**src/rtl/fft_pkg.sv**
```systemverilog
// Shared types and helpers for the FFT memory controller slice.
// STG_W is sized from FFT_N, the largest transform this build supports
// (stage index 0..FFT_N-1); smaller N instances reuse the same width.
package fft_pkg;

  localparam int unsigned FFT_N = 9;
  localparam int unsigned STG_W = $clog2(FFT_N);

  typedef enum logic [2:0] {
    ST_IDLE,
    ST_LOAD,
    ST_RUN,
    ST_DRAIN,
    ST_UNLOAD
  } fft_ctrl_state_t;

  // Reverse the low n bits of v; bits above n come back as zero.
  function automatic logic [31:0] bitrev(input logic [31:0] v, input int unsigned n);
    logic [31:0] r;
    r = '0;
    for (int unsigned i = 0; i < n; i++) begin
      r[i] = v[n-1-i];
    end
    return r;
  endfunction

endpackage

```
**src/rtl/fft_agu.sv**
```systemverilog
// Butterfly address generator: operand address and twiddle index for
// butterfly j of stage s. Purely combinational.
module fft_agu
  import fft_pkg::*;
#(
  parameter int unsigned N = 9
) (
  input  logic [STG_W-1:0] s_i,
  input  logic [N-2:0]     j_i,
  input  logic             phase_i,
  output logic [N-1:0]     addr_o,
  output logic [N-2:0]     tw_add_o
);

  logic [N-1:0] span;
  logic [N-1:0] pos;
  logic [N-1:0] a;

  // span = 2^s; a keeps the low s bits of j and opens a zero at bit s.
  always_comb begin
    span     = N'(1) << s_i;
    pos      = {1'b0, j_i} & (span - N'(1));
    a        = (({1'b0, j_i} >> s_i) << (s_i + STG_W'(1))) | pos;
    addr_o   = phase_i ? (a | span) : a;
    tw_add_o = pos[N-2:0] << (STG_W'(N - 1) - s_i);
  end

endmodule

```
**src/rtl/fft_mem_ctrl.sv**
```systemverilog
// Ping-pong RAM sequencer for one radix-2 DIT FFT frame:
// bit-reversed load -> N butterfly stages -> natural-order unload.
// Optional build macro FFT_CTRL_CYCCNT_EN adds the cyc_count output.
module fft_mem_ctrl
  import fft_pkg::*;
#(
  parameter int unsigned N        = 9,
  parameter int unsigned BFLY_LAT = 2
) (
  input  logic         clk,
  input  logic         reset,
  input  logic         start,
  input  logic         load_valid,
  output logic         load_ready,
  output logic         unload_valid,
  input  logic         unload_ready,
  output logic         busy,
  output logic         done,
  output logic         ram0_we,
  output logic [N-1:0] ram0_add,
  output logic         ram1_we,
  output logic [N-1:0] ram1_add,
  output logic         wsel,
  output logic         rd_bank,
  output logic         op_a_en,
  output logic         op_b_en,
  output logic         res_sel,
  output logic [N-2:0] tw_add
`ifdef FFT_CTRL_CYCCNT_EN
  ,
  output logic [31:0]  cyc_count
`endif
);

  localparam int unsigned DL = BFLY_LAT + 1;
  localparam int unsigned DW = $clog2(DL + 1);
  localparam logic [N-1:0]     CNT_LAST   = '1;
  localparam logic [N-2:0]     J_LAST     = '1;
  localparam logic [STG_W-1:0] S_LAST     = STG_W'(N - 1);
  localparam logic [DW-1:0]    DR_LAST    = DW'(BFLY_LAT);
  localparam logic             FINAL_BANK = 1'(N % 2);

  typedef struct packed {
    logic         vld;
    logic [N-1:0] addr;
    logic         ph;
  } wr_slot_t;

  fft_ctrl_state_t  state_q, state_d;
  logic [N-1:0]     cnt_q, cnt_d;
  logic [STG_W-1:0] s_q, s_d;
  logic [N-2:0]     j_q, j_d;
  logic             ph_q, ph_d;
  logic [DW-1:0]    dr_q, dr_d;
  logic             done_q, done_d;
  wr_slot_t         dl_q [DL];
  wr_slot_t         push, wr;
  logic [N-1:0]     rd_addr;
  logic [N-2:0]     agu_tw;

  fft_agu #(.N(N)) u_agu (
    .s_i      (s_q),
    .j_i      (j_q),
    .phase_i  (ph_q),
    .addr_o   (rd_addr),
    .tw_add_o (agu_tw)
  );

  // State, counters and done pulse register.
  always_ff @(posedge clk) begin
    if (reset) begin
      state_q <= ST_IDLE;
      cnt_q   <= '0;
      s_q     <= '0;
      j_q     <= '0;
      ph_q    <= 1'b0;
      dr_q    <= '0;
      done_q  <= 1'b0;
    end else begin
      state_q <= state_d;
      cnt_q   <= cnt_d;
      s_q     <= s_d;
      j_q     <= j_d;
      ph_q    <= ph_d;
      dr_q    <= dr_d;
      done_q  <= done_d;
    end
  end

  // Write delay line: a read issued in cycle t is written back in cycle t+DL.
  always_ff @(posedge clk) begin
    if (reset) begin
      for (int unsigned i = 0; i < DL; i++) dl_q[i] <= '0;
    end else begin
      dl_q[0] <= push;
      for (int unsigned i = 1; i < DL; i++) dl_q[i] <= dl_q[i-1];
    end
  end

  // Next-state and counter sequencing.
  always_comb begin
    state_d = state_q;
    cnt_d   = cnt_q;
    s_d     = s_q;
    j_d     = j_q;
    ph_d    = ph_q;
    dr_d    = dr_q;
    done_d  = 1'b0;
    case (state_q)
      ST_IDLE: begin
        if (start) begin
          state_d = ST_LOAD;
          cnt_d   = '0;
        end
      end
      ST_LOAD: begin
        if (load_valid) begin
          cnt_d = cnt_q + N'(1);
          if (cnt_q == CNT_LAST) begin
            state_d = ST_RUN;
            cnt_d   = '0;
            s_d     = '0;
            j_d     = '0;
            ph_d    = 1'b0;
          end
        end
      end
      ST_RUN: begin
        ph_d = ~ph_q;
        if (ph_q) begin
          j_d = j_q + (N-1)'(1);
          if (j_q == J_LAST) begin
            state_d = ST_DRAIN;
            dr_d    = '0;
          end
        end
      end
      ST_DRAIN: begin
        dr_d = dr_q + DW'(1);
        if (dr_q == DR_LAST) begin
          if (s_q == S_LAST) begin
            state_d = ST_UNLOAD;
            cnt_d   = '0;
          end else begin
            state_d = ST_RUN;
            s_d     = s_q + STG_W'(1);
            j_d     = '0;
            ph_d    = 1'b0;
          end
        end
      end
      ST_UNLOAD: begin
        if (unload_ready) begin
          cnt_d = cnt_q + N'(1);
          if (cnt_q == CNT_LAST) begin
            state_d = ST_IDLE;
            done_d  = 1'b1;
          end
        end
      end
      default: state_d = ST_IDLE;
    endcase
  end

  // Output decode: reads go to bank s[0], delayed writes to the other bank.
  always_comb begin
    load_ready   = 1'b0;
    unload_valid = 1'b0;
    ram0_we      = 1'b0;
    ram0_add     = '0;
    ram1_we      = 1'b0;
    ram1_add     = '0;
    wsel         = 1'b0;
    rd_bank      = 1'b0;
    op_a_en      = 1'b0;
    op_b_en      = 1'b0;
    res_sel      = 1'b0;
    tw_add       = '0;
    push         = '0;
    wr           = dl_q[DL-1];
    case (state_q)
      ST_LOAD: begin
        load_ready = 1'b1;
        ram0_we    = load_valid;
        ram0_add   = N'(bitrev(32'(cnt_q), N));
      end
      ST_RUN: begin
        wsel    = 1'b1;
        rd_bank = s_q[0];
        op_a_en = ~ph_q;
        op_b_en = ph_q;
        tw_add  = agu_tw;
        push    = '{vld: 1'b1, addr: rd_addr, ph: ph_q};
        if (s_q[0]) ram1_add = rd_addr;
        else        ram0_add = rd_addr;
      end
      ST_DRAIN: begin
        wsel    = 1'b1;
        rd_bank = s_q[0];
      end
      ST_UNLOAD: begin
        unload_valid = 1'b1;
        rd_bank      = FINAL_BANK;
        if (FINAL_BANK) ram1_add = cnt_q;
        else            ram0_add = cnt_q;
      end
      default: ;
    endcase
    if (wr.vld) begin
      res_sel = wr.ph;
      if (s_q[0]) begin
        ram0_we  = 1'b1;
        ram0_add = wr.addr;
      end else begin
        ram1_we  = 1'b1;
        ram1_add = wr.addr;
      end
    end
  end

  assign busy = (state_q != ST_IDLE);
  assign done = done_q;

`ifdef FFT_CTRL_CYCCNT_EN
  logic [31:0] cyc_cnt_q;
  logic [31:0] cyc_count_q;

  // Frame cycle counter; snapshot taken on the edge that raises done.
  always_ff @(posedge clk) begin
    if (reset) begin
      cyc_cnt_q   <= '0;
      cyc_count_q <= '0;
    end else begin
      if (state_q == ST_IDLE && start) cyc_cnt_q <= '0;
      else if (state_q != ST_IDLE)     cyc_cnt_q <= cyc_cnt_q + 32'd1;
      if (done_d) cyc_count_q <= cyc_cnt_q + 32'd1;
    end
  end

  assign cyc_count = cyc_count_q;
`endif

endmodule

```
**config.mk**
```make
export PLATFORM = sky130hd
export DESIGN_NAME = fft_mem_ctrl
export DESIGN_NICKNAME = d
export VERILOG_FILES = /design/src/rtl/fft_pkg.sv /design/src/rtl/fft_agu.sv /design/src/rtl/fft_mem_ctrl.sv
export SDC_FILE = /design/constraint.sdc
export NUM_CORES = 1
export LEC_CHECK = 0
export ABC_AREA = 1
export BUFFER_PORTS_ARGS = -buffer_cell sky130_fd_sc_hd__buf_2
export CAP_MARGIN = 10
export CORE_MARGIN = 5
export CORE_UTILIZATION = 60
export DETAILED_ROUTE_END_ITERATION = 10
export PLACE_DENSITY = 0.81
export SLEW_MARGIN = 20
export SYNTH_ARGS = -nofsm -noshare
export SYNTH_HDL_FRONTEND = slang
export SYNTH_HIERARCHICAL = 1
export SYNTH_SLANG_ARGS = --single-unit
```
**constraint.sdc**
```tcl
create_clock -name clk -period 4.2 [get_ports clk]
set_clock_uncertainty 0.1 [all_clocks]
set_input_delay 0.84 -clock clk [delete_from_list [all_inputs] [get_ports clk]]
set_output_delay 0.84 -clock clk [all_outputs]
set_load 0.005 [all_outputs]
```
==> metrics.json, run 1 <==
{
  "power.net_switching": {"value": 0.001498, "unit": "W"},
  "cp_max_fo": {"value": 15},
  "drive_above_1_share": {"value": 15.69, "unit": "%"},
  "data_arrival_time_of_the_worst_path": {"value": 2.85, "unit": "ns"},
  "clk_pin_slew": {"value": 0.08, "unit": "ns"},
  "layout_setup_ws": {"value": 0.4072, "unit": "ns"},
  "drtPass1Iterations": {"value": 7},
  "hold-path-endpoint": {"value": "dl_q[0][14]$_SDFF_PP0_"},
  "pre_cts_slack": {"value": 0.7261, "unit": "ns"},
  "layout_commonest_cell": {"value": "sky130_fd_sc_hd__nand2_1"},
  "syn-num-nets": {"value": 733},
  "yosysWarningCount": {"value": 6},
  "grt_setup_unrepaired": {"value": "no"},
  "distinct_cell_type_count_of_the_synthesized_netlist": {"value": 44},
  "syn_to_final_growth": {"value": 9.908, "unit": "%"},
  "starting_density": {"value": 61.64, "unit": "%"},
  "sink_count": {"value": 61},
  "drt_iter0_drc": {"value": 480},
  "post_synth_inst_count": {"value": 713},
  "grt_pass1_vias": {"value": 4496},
  "worstSetupPathType": {"value": "reg -> out"},
  "post_cts_setup_buffers": {"value": 0},
  "clockPowerShare": {"value": 19.1, "unit": "%"},
  "cts-htree-levels": {"value": 3},
  "layout_common_cells": {"value": "sky130_fd_sc_hd__nand2_1 (148), sky130_fd_sc_hd__inv_1 (110), sky130_fd_sc_hd__nand3_1 (89)"},
  "synth-edff-count": {"value": 0},
  "detailedPlacementHpwl": {"value": 9165, "unit": "um"},
  "status": {"value": "finished clean"},
  "ys_ff_latch": {"value": 61},
  "worst_ir_drop_vdd": {"value": 0.3730, "unit": "mV"},
  "total_length_of_routed_wires": {"value": 12620, "unit": "um"},
  "clk-insertion-delay-late": {"value": 0.35, "unit": "ns"},
  "nNetsFinal": {"value": 767},
  "synth.largest_area_cell": {"value": "sky130_fd_sc_hd__dfxtp_1"},
  "yosys.area.top_type_share": {"value": 27.32, "unit": "%"},
  "grt-ovfl-total": {"value": 0},
  "hold_path_class": {"value": "reg -> reg"},
  "tritoncts_clock_tree": {"value": "yes"},
  "die_width": {"value": 96.32, "unit": "um"},
  "number_of_antenna_violations_at_the_first_check_in_global_routing": {"value": 0},
  "synth.area.top_cells": {"value": "sky130_fd_sc_hd__dfxtp_1 (27%), sky130_fd_sc_hd__nand2_1 (12%), sky130_fd_sc_hd__nand3_1 (10%)"},
  "cts-root-buf": {"value": "sky130_fd_sc_hd__clkbuf_8"},
  "fin_crit": {"value": 3.793, "unit": "ns"},
  "grt_pass1_wl": {"value": 20990, "unit": "um"},
  "timing.critical_path.to_type": {"value": "primary output"},
  "detail_route.drc_violations": {"value": 0},
  "leakage": {"value": 2.367, "unit": "nW"},
  "total_power": {"value": 0.002919, "unit": "W"},
  "floorplan.die_area": {"value": 0.009278, "unit": "mm2"},
  "route.vias.total": {"value": 4873},
  "finalCoreUtilization": {"value": 67.74, "unit": "%"},
  "max-clock-path-buffers": {"value": 2},
  "antenna_cells": {"value": 0},
  "r2r.worst_path.cells": {"value": 15},
  "comb_power_share": {"value": 58.0, "unit": "%"},
  "r2r_path_start": {"value": "cnt_q[0]$_SDFFE_PP0P_"},
  "worst_ep_required_time": {"value": 3.26, "unit": "ns"},
  "post_synth_instance_area": {"value": 0.004471, "unit": "mm2"},
  "timing.slew.headroom": {"value": 52.68, "unit": "%"},
  "power.density": {"value": 594.1, "unit": "mW/mm2"},
  "timing.setup.tns": {"value": 0, "unit": "ns"},
  "max_freq": {"value": 263.7, "unit": "MHz"},
  "cp-start-kind": {"value": "register"},
  "worstHoldPathCells": {"value": 2},
  "report.final.slew_viol_count": {"value": 0},
  "timing.rr.end": {"value": "j_q[5]$_SDFFE_PP0P_"},
  "core": {"value": 0.007253, "unit": "mm2"},
  "port_buffers": {"value": 41},
  "viasPerCell": {"value": 5.726},
  "design.portCount": {"value": 42},
  "syn_avg_cell_area": {"value": 6.270, "unit": "um2"},
  "final_hold_viol_count": {"value": 0},
  "yosysSeqAreaShare": {"value": 27.32, "unit": "%"},
  "dominantRegCellSynth": {"value": "sky130_fd_sc_hd__dfxtp_1"},
  "power.switching_fraction": {"value": 51.32, "unit": "%"},
  "std_cell_rows": {"value": 31},
  "gp_routability_congestion": {"value": 1.019},
  "final.hold.worst_slack": {"value": 0.2996, "unit": "ns"},
  "ant_nets": {"value": 0},
  "grtUsageTotal": {"value": 28.71, "unit": "%"},
  "min-delay-start": {"value": "dl_q[0][3]$_SDFF_PP0_"},
  "chipHeight": {"value": 96.32, "unit": "um"},
  "final.period_utilization": {"value": 90.30, "unit": "%"},
  "timing.reg2reg.setup_slack": {"value": 1.43, "unit": "ns"},
  "numCtsBuffers": {"value": 9},
  "max_capacitance_violation_count": {"value": 0},
  "cellInternalPower": {"value": 0.001421, "unit": "W"},
  "part_of_the_total_power_dissipated_in_sequential_elements": {"value": 22.9, "unit": "%"},
  "worst-slew-pin-transition": {"value": 0.7098, "unit": "ns"},
  "setup_viol": {"value": 0},
  "wire_per_inst": {"value": 14.83, "unit": "um"},
  "grt_start_max_net_pins": {"value": 37},
  "ys_async_rst_share": {"value": 0, "unit": "%"}
}
[worst max-delay path: stages, from the launching register on]
cell and delay (ns):
sky130_fd_sc_hd__dfxtp_1 0.53, sky130_fd_sc_hd__nor2_4 0.41, sky130_fd_sc_hd__nand2_1 0.13, sky130_fd_sc_hd__ha_1 0.25
sky130_fd_sc_hd__inv_1 0.10, sky130_fd_sc_hd__a21oi_2 0.05, sky130_fd_sc_hd__nand3b_1 0.12, sky130_fd_sc_hd__nand3_1 0.11
sky130_fd_sc_hd__o21ai_0 0.11, sky130_fd_sc_hd__inv_1 0.05, sky130_fd_sc_hd__nand2_1 0.09, sky130_fd_sc_hd__inv_1 0.06
sky130_fd_sc_hd__o311ai_0 0.29, sky130_fd_sc_hd__buf_2 0.18
[worst max path at each step]
stage	cells past startpoint	startpoint	end	slack, ns
floorplan	18	s_q[0]$_SDFFE_PP0P_	ram1_add[6]	0.84
global placement	17	s_q[2]$_SDFFE_PP0P_	ram1_add[6]	0.82
detailed placement	17	s_q[2]$_SDFFE_PP0P_	ram1_add[6]	0.73
CTS	17	s_q[2]$_SDFFE_PP0P_	ram1_add[6]	0.33
global route	16	s_q[3]$_SDFFE_PP0P_	ram1_add[6]	0.13
finish	13	s_q[3]$_SDFFE_PP0P_	ram1_add[4]	0.41
[cell usage after synthesis, types with 5 or more instances]
cell and instances:
sky130_fd_sc_hd__nand2_1 148, sky130_fd_sc_hd__nor2_2 5, sky130_fd_sc_hd__nand4_1 14, sky130_fd_sc_hd__inv_1 110, sky130_fd_sc_hd__ha_1 15, sky130_fd_sc_hd__nand2_2 9
sky130_fd_sc_hd__o22ai_1 18, sky130_fd_sc_hd__nor2_4 6, sky130_fd_sc_hd__inv_2 10, sky130_fd_sc_hd__clkbuf_1 8, sky130_fd_sc_hd__nand3_1 89, sky130_fd_sc_hd__xor2_1 5
sky130_fd_sc_hd__nor2_1 86, sky130_fd_sc_hd__o21ai_0 34, sky130_fd_sc_hd__nand3b_1 5, sky130_fd_sc_hd__buf_2 6, sky130_fd_sc_hd__dfxtp_1 61, sky130_fd_sc_hd__nand2_4 6
sky130_fd_sc_hd__a21oi_1 18, sky130_fd_sc_hd__o21ai_1 5, sky130_fd_sc_hd__nor3_1 11
[sequential cells by signal, summed over array words and instances, names as in the netlist]
register and count:
s_q 4, j_q 8, cnt_q 9, done 1
ph_q 1, dl_q 33, dr_q 2, state_q 3
[area by class of cell]
type                            count  area [um2]
Clock inverter                      6       68.82
Inverter                          122       462.9
Tap cell                           99       123.9
Timing Repair Buffer               46       242.7
Fill cell                         659        2340
Sequential cell                    61        1222
Multi-Input combinational cell    507        2655
Clock buffer                       10       137.6
[timing repair]
action	CTS	global route
gates resized for setup	0	1
setup endpoints to repair	0	1
hold buffers	0	0
[power by group through the flow]
stage               combinational [W]  sequential, W  clock [W]
finish                        0.00169       0.000669   0.000557
global route                  0.00187       0.000675   0.000582
CTS                           0.00165       0.000669   0.000558
detailed placement            0.00164       0.000682          0
global placement              0.00161       0.000679          0
floorplan                     0.00128       0.000681          0
[metal layers]
layer  global-route usage (%)  up-vias  part of all wire [%]  wire (um)
met3                    4.378       49                   9.8       1232
met5                        0        -                     0          0
met4                    14.02        0                   3.4        425
met1                    37.02     2163                    41       5159
met2                    46.58      307                    46       5807
li1                         -     2354                     -          -
[through the flow]
step,cell area (um2),std cells
floorplan,4471,713
global route,4913,851
finish,4913,851
CTS,4912,851
detailed placement,4706,835
global placement,4706,835
[cell families (layout without fill, tap and decap cells)]
group                      after synthesis  count (layout)  share of synthesized area, %
and+or+nand+nor                        393             393                         41.48
adders and majority gates               15              15                         4.198
AOI/OAI and AO/OA                       91              91                         11.98
DFF                                     61              61                         27.32
xor gates and xnor gates                 8               8                         1.735
buffers and inverters                  145             184                         13.29
Note: power is estimated with default switching activity, not from simulation.
==> inputs of run 2 (changes only) <==
--- a/config.mk
+++ b/config.mk
@@ -9,9 +9,9 @@
 export BUFFER_PORTS_ARGS = -buffer_cell sky130_fd_sc_hd__buf_2
 export CAP_MARGIN = 10
 export CORE_MARGIN = 5
-export CORE_UTILIZATION = 60
+export CORE_UTILIZATION = 55
 export DETAILED_ROUTE_END_ITERATION = 10
-export PLACE_DENSITY = 0.81
+export PLACE_DENSITY = 0.78
 export SLEW_MARGIN = 20
 export SYNTH_ARGS = -nofsm -noshare
 export SYNTH_HDL_FRONTEND = slang
==> constraint.sdc (replaced) <==
create_clock -name clk -period 3.25 [get_ports clk]
set_clock_uncertainty 0.1 [all_clocks]
set_input_delay 0.65 -clock clk [delete_from_list [all_inputs] [get_ports clk]]
set_output_delay 0.65 -clock clk [all_outputs]
set_load 0.005 [all_outputs]
==> run 2 against run 1 <==
  * Hold slack lost 0.0010 ns
  * Via count grew 3.1%
  * Largest cell class unchanged
  * Critical path depth grew 2
  * Sequential share of layout area shrank 2.3 points
  * Highest routed layer unchanged
==> metrics.json, run 2 (synthesized netlist as in run 1, its figures left out) <==
{
  "port_buffers": {"value": 41},
  "cpMostUsedCell": {"value": "sky130_fd_sc_hd__ha_4"},
  "layout_commonest_cell": {"value": "sky130_fd_sc_hd__nand2_1"},
  "drtPass1Iterations": {"value": 7},
  "starting_density": {"value": 57.26, "unit": "%"},
  "r2r_path_start": {"value": "cnt_q[0]$_SDFFE_PP0P_"},
  "cp_slowest_stage_delay": {"value": 0.39, "unit": "ns"},
  "tritoncts_clock_tree": {"value": "yes"},
  "chipHeight": {"value": 100.2, "unit": "um"},
  "detail_route.drc_violations": {"value": 0},
  "worst_setup_path_endpoint": {"value": "ram1_add[4]"},
  "status": {"value": "finished clean"},
  "timing.critical_path.to_type": {"value": "primary output"},
  "met3_wirelength": {"value": 1167, "unit": "um"},
  "final.period_utilization": {"value": 99.78, "unit": "%"},
  "r2r.worst_path.cells": {"value": 14},
  "max-clock-path-buffers": {"value": 2},
  "grt-ovfl-total": {"value": 0},
  "worstSetupPathType": {"value": "reg -> out"},
  "cellInternalPower": {"value": 0.002181, "unit": "W"},
  "total_power": {"value": 0.004383, "unit": "W"},
  "design.portCount": {"value": 42},
  "numCtsBuffers": {"value": 9},
  "critical_path.cell_chain": {"value": "inv_4 > ha_4 > ha_4 > nand2_4 > ha_4 > buf_4 > nand3_1 > nand2_1 > nand3_2 > o21ai_2 > inv_1 > nand2_2 > inv_2 > o311ai_2 > buf_2"},
  "setup_viol": {"value": 0},
  "register_ranked_first_by_flip_flop_count": {"value": "dl_q"},
  "layout_setup_ws": {"value": 0.007275, "unit": "ns"},
  "timing.reg2reg.setup_slack": {"value": 0.65, "unit": "ns"},
  "holdBufCountCts": {"value": 0},
  "power.switching_fraction": {"value": 50.23, "unit": "%"},
  "grt_pass1_wl": {"value": 20980, "unit": "um"},
  "worst-slew-pin-transition": {"value": 0.6032, "unit": "ns"},
  "timing.rr.end": {"value": "s_q[1]$_SDFFE_PP0P_"},
  "cts-htree-levels": {"value": 3},
  "worst_ep_required_time": {"value": 2.50, "unit": "ns"},
  "timing.slew.headroom": {"value": 59.69, "unit": "%"},
  "timing.critical_path.buf_inv": {"value": 5},
  "hold_path_class": {"value": "reg -> reg"},
  "drive_above_1_share": {"value": 24.30, "unit": "%"},
  "worst_ir_drop_vdd": {"value": 0.5008, "unit": "mV"},
  "grtUsageTotal": {"value": 25.89, "unit": "%"},
  "gp_routability_congestion": {"value": 1.045},
  "floorplan.die_area": {"value": 0.01003, "unit": "mm2"},
  "cp_max_fo": {"value": 4},
  "cpLargestDelayFamily": {"value": "adder cells"},
  "final.hold.worst_slack": {"value": 0.2985, "unit": "ns"},
  "clk-insertion-delay-late": {"value": 0.36, "unit": "ns"},
  "worstSetupPathDepth": {"value": 15},
  "max_freq": {"value": 308.4, "unit": "MHz"},
  "grt_pass1_vias": {"value": 4408},
  "biggest_regs": {"value": "dl_q: 33 flops, cnt_q: 9 flops, j_q: 8 flops"},
  "max_capacitance_violation_count": {"value": 0},
  "cts-root-buf": {"value": "sky130_fd_sc_hd__clkbuf_8"},
  "viasPerCell": {"value": 5.683},
  "antenna_cells": {"value": 0},
  "power.net_switching": {"value": 0.002201, "unit": "W"},
  "std_cell_rows": {"value": 32},
  "data_arrival_time_of_the_worst_path": {"value": 2.49, "unit": "ns"},
  "grt_start_max_net_pins": {"value": 36},
  "largest_register_ffs": {"value": 33},
  "met2_length": {"value": 6571, "unit": "um"},
  "crit_slowest_cell": {"value": "sky130_fd_sc_hd__dfxtp_4"},
  "route.vias.total": {"value": 5024},
  "pre_cts_slack": {"value": 0.1235, "unit": "ns"},
  "drt_iter0_drc": {"value": 441},
  "core": {"value": 0.007807, "unit": "mm2"},
  "total_length_of_routed_wires": {"value": 13920, "unit": "um"},
  "nFillCells": {"value": 688},
  "fin_crit": {"value": 3.243, "unit": "ns"},
  "report.final.slew_viol_count": {"value": 0},
  "dr.max_layer_used": {"value": "met4"},
  "clockPowerShare": {"value": 16.1, "unit": "%"},
  "number_of_antenna_violations_at_the_first_check_in_global_routing": {"value": 0},
  "startpoint": {"value": "s_q[1]$_SDFFE_PP0P_"},
  "place_inst": {"value": 853},
  "syn_to_final_growth": {"value": 21.75, "unit": "%"},
  "sink_count": {"value": 61},
  "nNetsFinal": {"value": 797},
  "layout_common_cells": {"value": "sky130_fd_sc_hd__nand2_1 (141), sky130_fd_sc_hd__inv_1 (103), sky130_fd_sc_hd__nand3_1 (84)"},
  "power.density": {"value": 805.3, "unit": "mW/mm2"},
  "detailedPlacementHpwl": {"value": 9612, "unit": "um"},
  "clk_pin_slew": {"value": 0.08, "unit": "ns"},
  "layout.cells.non_filler": {"value": 884},
  "die_width": {"value": 100.2, "unit": "um"},
  "wire_per_inst": {"value": 15.75, "unit": "um"},
  "comb_power_share": {"value": 64.0, "unit": "%"},
  "wl_met1": {"value": 5657, "unit": "um"},
  "final_hold_viol_count": {"value": 0},
  "leakage": {"value": 2.564, "unit": "nW"},
  "ant_nets": {"value": 0},
  "grt_setup_unrepaired": {"value": "yes"},
  "part_of_the_total_power_dissipated_in_sequential_elements": {"value": 19.9, "unit": "%"},
  "cp-start-kind": {"value": "register"}
}
-- run 2: cell types whose count changed in the layout (fill, tap and decap cells not counted), sizes merged --
cell and delta:
buf +29, clkinv +2, clkinvlp +1, inv -2
-- run 2: per-layer routing --
| layer | up-vias | GRT usage [%] |
|---|---|---|
| li1 | 2413 | - |
| met1 | 2286 | 33.02 |
| met2 | 268 | 43.27 |
| met3 | 57 | 3.822 |
| met4 | 0 | 11.30 |
| met5 | - | 0 |
-- run 2: how the worst min path moves through the flow --
stage | from | to | slack (ns) | depth (start not counted)
floorplan | dl_q[0][0]$_SDFF_PP0_ | dl_q[0][11]$_SDFF_PP0_ | 0.29 | 2
global placement | dl_q[0][0]$_SDFF_PP0_ | dl_q[0][11]$_SDFF_PP0_ | 0.29 | 2
detailed placement | dl_q[0][8]$_SDFF_PP0_ | dl_q[0][19]$_SDFF_PP0_ | 0.29 | 2
CTS | dl_q[0][8]$_SDFF_PP0_ | dl_q[0][19]$_SDFF_PP0_ | 0.30 | 2
global route | dl_q[0][13]$_SDFF_PP0_ | dl_q[0][24]$_SDFF_PP0_ | 0.32 | 2
finish | dl_q[0][13]$_SDFF_PP0_ | dl_q[0][24]$_SDFF_PP0_ | 0.30 | 2
-- run 2: power groups by stage --
stage                     Sequential (W)  Combinational, W  Clock, W
final                           0.000873           0.00281  0.000704
after global routing            0.000878           0.00303  0.000734
after CTS                       0.000861           0.00235  0.000699
after detailed placement        0.000874           0.00221         0
after global placement          0.000869           0.00219         0
after floorplan                 0.000880           0.00165         0
-- run 2: repair_timing --
item	4_1_cts	5_1_grt
endpoints found under the setup margin	20	23
gates resized for setup	26	51
buffers inserted	2	12
cloned	0	1
pin swaps	4	22
-- run 2: cell type report --
cell class / count / area [um2] / area share [%]
multi-input combinational: 507 / 2878 / 52.87
sequential: 61 / 1227 / 22.55
timing repair buffer: 76 / 543.0 / 9.977
inverter: 122 / 469.2 / 8.621
tap: 102 / 127.6 / 2.345
clock buffer: 9 / 123.9 / 2.276
clock inverter: 7 / 73.82 / 1.356
-- run 2: worst register-to-register path: stages, from the launching register on --
cell and delay [ns]:
sky130_fd_sc_hd__dfxtp_1 0.43, sky130_fd_sc_hd__ha_1 0.24, sky130_fd_sc_hd__nand2_1 0.07, sky130_fd_sc_hd__nor3_1 0.33
sky130_fd_sc_hd__nand2_1 0.09, sky130_fd_sc_hd__nor2_1 0.11, sky130_fd_sc_hd__ha_1 0.14, sky130_fd_sc_hd__inv_1 0.10
sky130_fd_sc_hd__nand2_1 0.16, sky130_fd_sc_hd__nand3_1 0.11, sky130_fd_sc_hd__inv_1 0.11, sky130_fd_sc_hd__nand2_1 0.13
sky130_fd_sc_hd__inv_1 0.12, sky130_fd_sc_hd__nor2_1 0.05, sky130_fd_sc_hd__nor2_1 0.20
-- run 2: through the flow --
step / cell area (um2) / setup TNS [ns] / util [%]
6_report: 5443 / 0 / 69.71
3_5_place_dp: 4822 / 0 / 61.76
4_1_cts: 5134 / 0 / 65.75
5_1_grt: 5443 / -0.9465 / 69.71
3_3_place_gp: 4822 / 0 / 61.76
2_1_floorplan: 4471 / 0 / -
